--- src/rtl/frac_reduce_div_pkg.sv ---
// Shared types and helpers for the fraction-reduction divider.
package frac_pkg;

  typedef enum logic [1:0] {
    S_IDLE  = 2'd0,
    S_DIV_N = 2'd1,
    S_DIV_D = 2'd2,
    S_OUT   = 2'd3
  } frd_st_e;

  // Width of a counter that must hold WIDTH-1.
  function automatic int unsigned cnt_width(input int unsigned width);
    return (width < 2) ? 1 : $clog2(width);
  endfunction

endpackage

--- src/rtl/frac_reduce_div_if.sv ---
// Input-triple and result handshake bundle for frac_reduce_div.
interface frac_reduce_div_if #(
  parameter int unsigned WIDTH = 32
);
  logic             in_valid;
  logic             in_ready;
  logic [WIDTH-1:0] in_num;
  logic [WIDTH-1:0] in_den;
  logic [WIDTH-1:0] in_gcd;
  logic             out_valid;
  logic             out_ready;
  logic [WIDTH-1:0] out_num;
  logic [WIDTH-1:0] out_den;
  logic             out_err;

  // Producer/consumer side.
  modport master (
    output in_valid, in_num, in_den, in_gcd, out_ready,
    input  in_ready, out_valid, out_num, out_den, out_err
  );

  // The reducer itself.
  modport slave (
    input  in_valid, in_num, in_den, in_gcd, out_ready,
    output in_ready, out_valid, out_num, out_den, out_err
  );
endinterface

--- src/rtl/frac_reduce_div_serial_udiv.sv ---
// Serial unsigned restoring divider, one quotient bit per step.
// quotient/remainder show the result of the step taken at the next edge, so the
// sequencer can capture the final values on the same edge as the last step.
module serial_udiv
  import frac_pkg::*;
#(
  parameter int unsigned WIDTH = 32
) (
  input  logic             clk,
  input  logic             rst_n,
  input  logic             load,
  input  logic [WIDTH-1:0] dividend,
  input  logic [WIDTH-1:0] divisor,
  input  logic             step,
  output logic [WIDTH-1:0] quotient,
  output logic [WIDTH:0]   remainder,
  output logic             last
);
  localparam int unsigned CW = cnt_width(WIDTH);

  logic [WIDTH-1:0] dvd_q;
  logic [WIDTH:0]   rem_q;
  logic [CW-1:0]    cnt_q;
  logic [WIDTH:0]   shifted;
  logic [WIDTH:0]   trial;
  logic             qbit;

  // Trial subtraction; rem < divisor keeps the sign in trial[WIDTH].
  always_comb begin
    shifted   = {rem_q[WIDTH-1:0], dvd_q[WIDTH-1]};
    trial     = shifted - {1'b0, divisor};
    qbit      = ~trial[WIDTH];
    remainder = qbit ? trial : shifted;
    quotient  = {dvd_q[WIDTH-2:0], qbit};
    last      = (cnt_q == '0);
  end

  // Load has priority so the sequencer can chain the second operand.
  always_ff @(posedge clk or negedge rst_n) begin
    if (!rst_n) begin
      dvd_q <= '0;
      rem_q <= '0;
      cnt_q <= '0;
    end else if (load) begin
      dvd_q <= dividend;
      rem_q <= '0;
      cnt_q <= CW'(WIDTH - 1);
    end else if (step) begin
      dvd_q <= quotient;
      rem_q <= remainder;
      cnt_q <= cnt_q - CW'(1);
    end
  end
endmodule

--- src/rtl/frac_reduce_div.sv ---
// Reduces num/den by a supplied gcd, running one shared serial divider twice.
module frac_reduce_div
  import frac_pkg::*;
#(
  parameter int unsigned WIDTH = 32
) (
  input logic               clk,
  input logic               rst_n,
  frac_reduce_div_if.slave  bus
);
  frd_st_e          st_q, st_d;
  logic [WIDTH-1:0] den_q, gcd_q, onum_q, oden_q;
  logic             err_q;
  logic             accept;
  logic             div_load, div_step, div_last;
  logic [WIDTH-1:0] div_dividend, div_quot;
  logic [WIDTH:0]   div_rem;

  assign accept        = (st_q == S_IDLE) && bus.in_valid;
  assign div_step      = (st_q == S_DIV_N) || (st_q == S_DIV_D);
  assign bus.in_ready  = (st_q == S_IDLE);
  assign bus.out_valid = (st_q == S_OUT);
  assign bus.out_num   = onum_q;
  assign bus.out_den   = oden_q;
  assign bus.out_err   = err_q;

  serial_udiv #(
    .WIDTH(WIDTH)
  ) u_div (
    .clk       (clk),
    .rst_n     (rst_n),
    .load      (div_load),
    .dividend  (div_dividend),
    .divisor   (gcd_q),
    .step      (div_step),
    .quotient  (div_quot),
    .remainder (div_rem),
    .last      (div_last)
  );

  // Next state and divider load sequencing.
  always_comb begin
    st_d         = st_q;
    div_load     = 1'b0;
    div_dividend = bus.in_num;
    case (st_q)
      S_IDLE: begin
        if (accept) begin
          if (bus.in_gcd == '0) begin
            st_d = S_OUT;
          end else begin
            div_load = 1'b1;
            st_d     = S_DIV_N;
          end
        end
      end
      S_DIV_N: begin
        if (div_last) begin
          div_load     = 1'b1;
          div_dividend = den_q;
          st_d         = S_DIV_D;
        end
      end
      S_DIV_D: if (div_last) st_d = S_OUT;
      S_OUT:   if (bus.out_ready) st_d = S_IDLE;
      default: st_d = S_IDLE;
    endcase
  end

  // State register.
  always_ff @(posedge clk or negedge rst_n) begin
    if (!rst_n) st_q <= S_IDLE;
    else        st_q <= st_d;
  end

  // Operand capture and result/error accumulation.
  always_ff @(posedge clk or negedge rst_n) begin
    if (!rst_n) begin
      den_q  <= '0;
      gcd_q  <= '0;
      onum_q <= '0;
      oden_q <= '0;
      err_q  <= 1'b0;
    end else begin
      if (accept) begin
        den_q <= bus.in_den;
        gcd_q <= bus.in_gcd;
        err_q <= (bus.in_gcd == '0);
        if (bus.in_gcd == '0) begin
          // Pass the fraction through unreduced.
          onum_q <= bus.in_num;
          oden_q <= bus.in_den;
        end
      end
      if (st_q == S_DIV_N && div_last) begin
        onum_q <= div_quot;
        err_q  <= err_q | (div_rem != '0);
      end
      if (st_q == S_DIV_D && div_last) begin
        oden_q <= div_quot;
        err_q  <= err_q | (div_rem != '0);
      end
    end
  end
endmodule

--- src/flat_wrapper.sv ---
// flat-port wrapper written by rule: the top's interface ports become plain ports
module frac_reduce_div_flat import frac_pkg::*;
#(
  parameter int unsigned WIDTH = 32
)
  (clk, rst_n, bus_in_valid, bus_in_num, bus_in_den, bus_in_gcd, bus_out_ready, bus_in_ready, bus_out_valid, bus_out_num, bus_out_den, bus_out_err);
  frac_reduce_div_if #(.WIDTH(WIDTH)) bus_i ();
  input logic clk;
  input logic rst_n;
  input wire logic [$bits(bus_i.in_valid)-1:0] bus_in_valid;
  input wire logic [$bits(bus_i.in_num)-1:0] bus_in_num;
  input wire logic [$bits(bus_i.in_den)-1:0] bus_in_den;
  input wire logic [$bits(bus_i.in_gcd)-1:0] bus_in_gcd;
  input wire logic [$bits(bus_i.out_ready)-1:0] bus_out_ready;
  output wire logic [$bits(bus_i.in_ready)-1:0] bus_in_ready;
  output wire logic [$bits(bus_i.out_valid)-1:0] bus_out_valid;
  output wire logic [$bits(bus_i.out_num)-1:0] bus_out_num;
  output wire logic [$bits(bus_i.out_den)-1:0] bus_out_den;
  output wire logic [$bits(bus_i.out_err)-1:0] bus_out_err;
  assign bus_i.in_valid = bus_in_valid;
  assign bus_i.in_num = bus_in_num;
  assign bus_i.in_den = bus_in_den;
  assign bus_i.in_gcd = bus_in_gcd;
  assign bus_i.out_ready = bus_out_ready;
  assign bus_in_ready = bus_i.in_ready;
  assign bus_out_valid = bus_i.out_valid;
  assign bus_out_num = bus_i.out_num;
  assign bus_out_den = bus_i.out_den;
  assign bus_out_err = bus_i.out_err;
  frac_reduce_div #(.WIDTH(WIDTH)) u_core (.clk(clk), .rst_n(rst_n), .bus(bus_i));
endmodule
--- config.mk ---
export PLATFORM = sky130hd
export DESIGN_NAME = frac_reduce_div_flat
export DESIGN_NICKNAME = d
export VERILOG_FILES = /design/src/rtl/frac_reduce_div_pkg.sv /design/src/rtl/frac_reduce_div_if.sv /design/src/rtl/frac_reduce_div_serial_udiv.sv /design/src/rtl/frac_reduce_div.sv /design/src/flat_wrapper.sv
export SDC_FILE = /design/constraint.sdc
export NUM_CORES = 1
export LEC_CHECK = 0
export CORE_AREA = 2 2 162 164
export DETAILED_ROUTE_END_ITERATION = 6
export DIE_AREA = 0 0 164 166
export PLACE_DENSITY = 0.67
export SYNTH_ARGS = -nofsm -noshare
export SYNTH_HDL_FRONTEND = slang
export SYNTH_SLANG_ARGS = --single-unit
--- constraint.sdc ---
create_clock -name clk -period 8.52 [get_ports clk]
set_clock_uncertainty 0.15 [all_clocks]
set_input_delay 1.704 -clock clk [delete_from_list [all_inputs] [get_ports clk]]
set_output_delay 1.704 -clock clk [all_outputs]
set_load 0.02 [all_outputs]
==> impl_metrics.toml, run 1 <==
[setup_path]
r2r_cells = 24
criticalPathCategory = "register to register"
crit_family = "compound AO/OA/AOI/OAI gates"
reg2reg_slack_ns = 2.24
cp_slowest_cell = "or4_4"
critPathLaunchType = "register"
cp.arrival_ns = 6.45
crit_buf_inv = 2
cp.depth = 24
worst_ep_required_time_ns = 8.69
reg2reg_from = "u_core.u_div.dvd_q[31]$_DFFE_PN0P_"
endpoint_kind = "register"
cp_cell_sequence = "inv_1 -> ha_1 -> fa_1 -> nand2b_1 -> a21oi_1 -> o21ai_0 -> a21oi_1 -> o31ai_1 -> o31ai_1 -> a21oi_1 -> o21bai_1 -> a21o_1 -> ha_2 -> buf_4 -> and3b_2 -> a211o_1 -> nor3_1 -> nand4_1 -> a211oi_1 -> nand4_1 -> or4_4 -> a2111oi_4 -> nand4_1 -> o31a_1"
slowest_delay_ns = 0.46
reg2reg_to = "u_core.bus.out_err$_DFFE_PN0P_"
crit_fanout = 59

[clock_tree]
cts_setup_buffers = 0
clock-sinks = 200
hold_buffers = 0
path_clk_slew_ns = 0.08
cts_made_buffers = 17
htree_levels = 4
clk_latency_ns = 0.43
cts_tree = "yes"
cts.path.max_buffers = 2
clockRootBuffer = "clkbuf_16"
cts_resized = 0

[final_layout]
nets = 1444
final_cell_mix = "dfrtp_1 (200), clkdlybuf4s50_1 (165), nand2_1 (146)"
syn_to_final_growth_pct = 23.26
regArea_um2 = 5005
drive_gt1_share_pct = 10.24
fill_cells = 2289
layout_commonest_cell = "dfrtp_1"
design_area_um2 = 13880
multiInputGateArea_um2 = 5841

[routing]
wl_met2_mm = 13.83
vias_per_cell = 5.476
drtPass1Iterations = 5
dr.first_iter.drc_count = 570
highest_layer = "met4"
num_vias = 9058
postRouteAntennaNets = 0
drc = 0
wire_per_inst_um = 17.65
met3_length_mm = 1.673
postRouteWirelength_mm = 29.20
met1Wirelength_mm = 13.03

[timing]
post-route-min-period_ns = 6.280
holdWs_ns = 0.3590
rsz0062_at_grt = "no"
fin_setup_tns_ns = 0
finalSetupViolCount = 0
hold_viol_final = 0
timing.fmax_mhz = 159.2
tightestPinTransition_ns = 1.003
fin_crit_sh_pct = 73.71
final_max_slew_viol_count = 0
slew_headroom_pct = 33.16

[hold_path]
min_path_cells = 1
hold-path-endpoint = "u_core.den_q[31]$_DFFE_PN0P_"
hp-start = "u_core.den_q[31]$_DFFE_PN0P_"
min_path_type = "register to register"

[pwr]
peakVddDrop_v = 0.0002575
switching_share_pct = 46.57
power_frac_seq_pct = 26.3
power_frac_comb_pct = 58.5
p_leak_nw = 5.692
powerDensity_nw_per_um2 = 418.5
intPower_mw = 3.105
power.switching_mw = 2.706
clockPowerShare_pct = 15.2

[status]
outcome = "complete, no violations"

[yosys]
ys_async_sr_fraction_pct = 100.0
syn_inst = 1175
synth-edff-count = 0
ys_types = 68
ys.warnings.count = 0
ys_seq_elements = 200
synth_nets = 1314
postSynthAreaPerCell_um2 = 9.586
synthesis.area_um2 = 11260
ys.flop_type = "dfrtp_1"
yosysSeqAreaShare_pct = 44.43

[floorplan]
core_um2 = 25620
ios = 167
start_util_pct = 43.97
die-height_um = 166
die_area_um2 = 27220
die_x_um = 164
core.rowCount = 59

[global_routing]
grt_max_degree = 107
grt_pass1_vias = 9162
antenna_found_initial = 1
track_usage_pct = 21.87
grt_first_pass_wirelength_mm = 48.04
overflow = 0

[placement]
postPlaceCellArea_um2 = 13220
place_congestion = 0.9010
place.port_buffers = 166
hpwl_mm = 20.18

[flow_run]
cap_violations = 0
## cells by family after synthesis
family	Yosys count	share of synthesized area (%)
and+or+nand+nor	324	13.00
muxes	177	16.46
xor gates and xnor gates	18	1.400
AOI/OAI and AO/OA	297	16.24
buffers and inverters	120	4.066
adders and majority gates	39	4.399
DFF	200	44.43
## flip-flops by register name, indices dropped and copies added (netlist names)
signal              cells
u_core.gcd_q           32
u_core.u_div.cnt_q      5
u_core.u_div.rem_q     32
u_core.st_q             2
u_core.u_div.dvd_q     32
u_core.bus.out_err      1
u_core.den_q           32
u_core.bus.out_den     32
u_core.bus.out_num     32
## routing by layer
metal  vias to the layer above  global-route usage, %
met4                         0                  6.979
met2                       207                  35.20
met1                      4400                  29.05
met3                        40                  5.320
li1                       4411                      -
met5                         -                      0
## synth_stat cells, drive strengths merged (7+ instances only)
cell | instances | area share (%)
dfrtp | 200 | 44
nand2 | 147 | 4.9
o21ai | 127 | 5.6
mux2i | 111 | 9.9
nor2 | 91 | 3.0
a21oi | 78 | 3.5
mux2 | 66 | 6.6
clkbuf | 58 | 1.9
inv | 52 | 1.7
ha | 38 | 4.2
a211oi | 20 | 1.4
nand4 | 15 | 0.83
xnor2 | 15 | 1.2
a21o | 13 | 0.87
nor4 | 12 | 0.67
buf | 10 | 0.40
nor3 | 9 | 0.40
a31oi | 8 | 0.44
nand2b | 8 | 0.44
nand3 | 7 | 0.31
nor2b | 7 | 0.39
## area by class of cell
type,instances,area share (%)
repair buffers,179,12.70
clock buffers,17,3.064
multi-input cells,855,42.07
flip-flops and latches,200,36.05
clock inverters,15,1.676
inverters,52,1.406
well taps,335,3.019
diodes,1,0.01802
## power by group through the flow
stage / logic [mW] / registers [mW] / clock network (mW)
floorplan: 2.62 / 1.47 / 0
global placement: 3.33 / 1.53 / 0
detailed placement: 3.37 / 1.54 / 0
CTS: 3.39 / 1.53 / 0.902
global route: 3.78 / 1.57 / 0.939
finish: 3.40 / 1.53 / 0.884
## worst reg2reg max path: cells and delay by family (launching register included)
family          cells  cell delay (ns)
compound gates     12             2.72
fa+ha+maj           3             0.91
buf+inv             2             0.40
flops               1             0.39
simple gates        7             1.62
## worst max path at each step
| stage | endpoint | slack, ns | from |
|---|---|---|---|
| floorplan | u_core.bus.out_err$_DFFE_PN0P_ | 3.39 | u_core.u_div.rem_q[10]$_DFFE_PN0P_ |
| finish | u_core.bus.out_err$_DFFE_PN0P_ | 2.24 | u_core.u_div.dvd_q[31]$_DFFE_PN0P_ |
| CTS | u_core.bus.out_err$_DFFE_PN0P_ | 2.31 | u_core.u_div.dvd_q[31]$_DFFE_PN0P_ |
| global route | u_core.bus.out_err$_DFFE_PN0P_ | 1.79 | u_core.u_div.dvd_q[31]$_DFFE_PN0P_ |
| global placement | u_core.bus.out_err$_DFFE_PN0P_ | 2.53 | u_core.u_div.dvd_q[31]$_DFFE_PN0P_ |
| detailed placement | u_core.bus.out_err$_DFFE_PN0P_ | 2.34 | u_core.u_div.dvd_q[31]$_DFFE_PN0P_ |
## stage by stage
stage	instances	setup slack (ns)	util [%]	total power, mW
after detailed placement	1621	2.344	51.62	4.912
final	1654	2.240	54.20	5.811
after global placement	1621	2.535	51.62	4.860
after floorplan	1175	3.392	-	4.093
after global routing	1653	1.788	54.19	6.294
after CTS	1653	2.306	54.19	5.818
Note: power is estimated with default switching activity, not from simulation.
==> run 2: changes to the inputs <==
--- a/config.mk
+++ b/config.mk
@@ -8,7 +8,7 @@
 export CORE_AREA = 2 2 162 164
 export DETAILED_ROUTE_END_ITERATION = 6
 export DIE_AREA = 0 0 164 166
-export PLACE_DENSITY = 0.67
+export PLACE_DENSITY = 0.7
 export SYNTH_ARGS = -nofsm -noshare
 export SYNTH_HDL_FRONTEND = slang
 export SYNTH_SLANG_ARGS = --single-unit
==> constraint.sdc (replaced) <==
create_clock -name clk -period 5.15 [get_ports clk]
set_clock_uncertainty 0.15 [all_clocks]
set_input_delay 1.03 -clock clk [delete_from_list [all_inputs] [get_ports clk]]
set_output_delay 1.03 -clock clk [all_outputs]
set_load 0.02 [all_outputs]
==> run 2 against run 1 <==
Final cell count grew 2.9%. Wire length grew 3.7%. First-iteration DRC count grew 8.8%. Total power grew 78%. Cell area grew 3.3%. Via count grew 3.4%. Die area is the same. Setup slack lost 2.0 ns. Sequential share of layout area shrank 1.1 points. Flip-flop and latch count is the same. Sequential power grew 65%.
==> impl_metrics.toml, run 2 (synthesis gave the netlist of run 1 again) <==
[status]
outcome = "complete, no violations"

[timing]
setup_slack_ns = 0.2305
post-route-min-period_ns = 4.920
rsz0062_at_grt = "yes"
fin_setup_tns_ns = 0
tightestPinTransition_ns = 0.9542
timing.fmax_mhz = 203.3
final_max_slew_viol_count = 0
fin_crit_sh_pct = 95.52
finalSetupViolCount = 0
slew_headroom_pct = 36.39
hold_viol_final = 0

[final_layout]
syn_to_final_growth_pct = 27.31
fill_cells = 2257
design_area_um2 = 14340
final_cell_mix = "dfrtp_1 (200), clkdlybuf4s50_1 (165), nand2_1 (146)"
stdcell_count = 1702
regArea_um2 = 5005
drive_gt1_share_pct = 14.56
multiInputGateArea_um2 = 5953
nets = 1493
layout_commonest_cell = "dfrtp_1"
diodes = 0

[clock_tree]
htree_levels = 4
clock-sinks = 200
cts_made_buffers = 17
clk_latency_ns = 0.45
cts.path.max_buffers = 2
clockRootBuffer = "clkbuf_16"
path_clk_slew_ns = 0.08
cts_tree = "yes"

[floorplan]
core_um2 = 25620
core.rowCount = 59
die-height_um = 166
start_util_pct = 43.97
die_x_um = 164
die_area_um2 = 27220
ios = 167

[placement]
place.port_buffers = 166
hpwl_mm = 20.92
dp_slack_ns = -0.3422
postPlaceCellArea_um2 = 13570
placedCellCount = 1664
place_congestion = 0.9511

[hold_path]
min_path_type = "register to register"
hp-start = "u_core.gcd_q[12]$_DFFE_PN0P_"
hold-path-endpoint = "u_core.gcd_q[12]$_DFFE_PN0P_"
min_path_cells = 1

[setup_path]
crit_fanout = 9
worst_ep_required_time_ns = 5.33
r2r_cells = 22
reg2reg_slack_ns = 0.23
endpoint_kind = "register"
reg2reg_from = "u_core.gcd_q[0]$_DFFE_PN0P_"
cp.arrival_ns = 5.10
reg2reg_to = "u_core.bus.out_err$_DFFE_PN0P_"
criticalPathCategory = "register to register"
critPathLaunchType = "register"

[global_routing]
overflow = 0
track_usage_pct = 22.78
grt_pass1_vias = 9555
antenna_found_initial = 0
grt_max_degree = 111
grt_first_pass_wirelength_mm = 49.72

[flow_run]
cap_violations = 0

[routing]
num_vias = 9364
dr.first_iter.drc_count = 620
drtPass1Iterations = 5
postRouteAntennaNets = 0
vias_per_cell = 5.502
drc = 0
wire_per_inst_um = 17.79
postRouteWirelength_mm = 30.28

[pwr]
powerDensity_nw_per_um2 = 721.2
peakVddDrop_v = 0.0003856
total_power_mw = 10.34
p_leak_nw = 5.928
-- run 2: repair_timing --
item	in CTS	in global routing
resized for setup	11	13
pin swaps	4	13
gates cloned	0	0
hold buffers	0	0
setup endpoints to repair	1	1
buffers inserted	3	3
-- run 2: worst max path at each step --
stage                                             startpoint                        endpoint  slack (ns)  cells past startpoint
final                            u_core.gcd_q[0]$_DFFE_PN0P_  u_core.bus.out_err$_DFFE_PN0P_        0.23                     22
after global routing             u_core.gcd_q[0]$_DFFE_PN0P_  u_core.bus.out_err$_DFFE_PN0P_       -0.07                     22
after CTS                 u_core.u_div.rem_q[11]$_DFFE_PN0P_  u_core.bus.out_err$_DFFE_PN0P_        0.02                     22
after detailed placement  u_core.u_div.dvd_q[31]$_DFFE_PN0P_  u_core.bus.out_err$_DFFE_PN0P_       -0.34                     23
after global placement    u_core.u_div.dvd_q[31]$_DFFE_PN0P_  u_core.bus.out_err$_DFFE_PN0P_       -0.18                     23
after floorplan           u_core.u_div.rem_q[10]$_DFFE_PN0P_  u_core.bus.out_err$_DFFE_PN0P_        0.02                     23
-- run 2: per-stage QoR --
stage,hold slack [ns],utilization [%]
after detailed placement,0.3431,52.98
after CTS,0.3619,55.61
after global placement,0.3378,52.98
after global routing,0.3765,55.98
after floorplan,0.3294,-
final,0.3597,55.98
-- run 2: final cells by class --
type	instances	area share, %
tap	335	2.923
sequential	200	34.90
multi-input combinational	855	41.52
clock inverter	15	1.291
clock buffer	17	2.967
timing repair buffer	228	15.03
inverter	52	1.361
-- run 2: critical path, cell delays in order, from the launching register on --
cell       delay, ns
dfrtp_1         0.41
ha_4            0.18
fa_2            0.39
nand2b_4        0.17
a21oi_4         0.16
o21ai_2         0.09
a21oi_2         0.24
o31ai_4         0.09
o31ai_2         0.22
a21oi_1         0.09
o21bai_1        0.13
a21o_1          0.16
ha_4            0.23
and3b_2         0.22
a211o_1         0.23
nor3_2          0.20
nand4_1         0.13
a211oi_2        0.22
nand4_1         0.11
or4_4           0.44
a2111oi_4       0.19
nand4_1         0.12
o31a_1          0.25
-- run 2: power by group --
| part | total (mW) | internal [mW] | switching [mW] |
|---|---|---|---|
| sequential | 2.52 | 2.13 | 0.387 |
| combinational | 6.43 | 2.78 | 3.65 |
| clock | 1.39 | 0.666 | 0.725 |
| total | 10.3 | 5.58 | 4.76 |
-- run 2: layer usage --
layer | track usage, % | vias to the layer above | part of all wire, %
li1 | - | 4522 | -
met1 | 29.91 | 4547 | 44
met2 | 37.47 | 251 | 48
met3 | 5.669 | 44 | 5.9
met4 | 6.217 | 0 | 2.0
met5 | 0 | - | 0
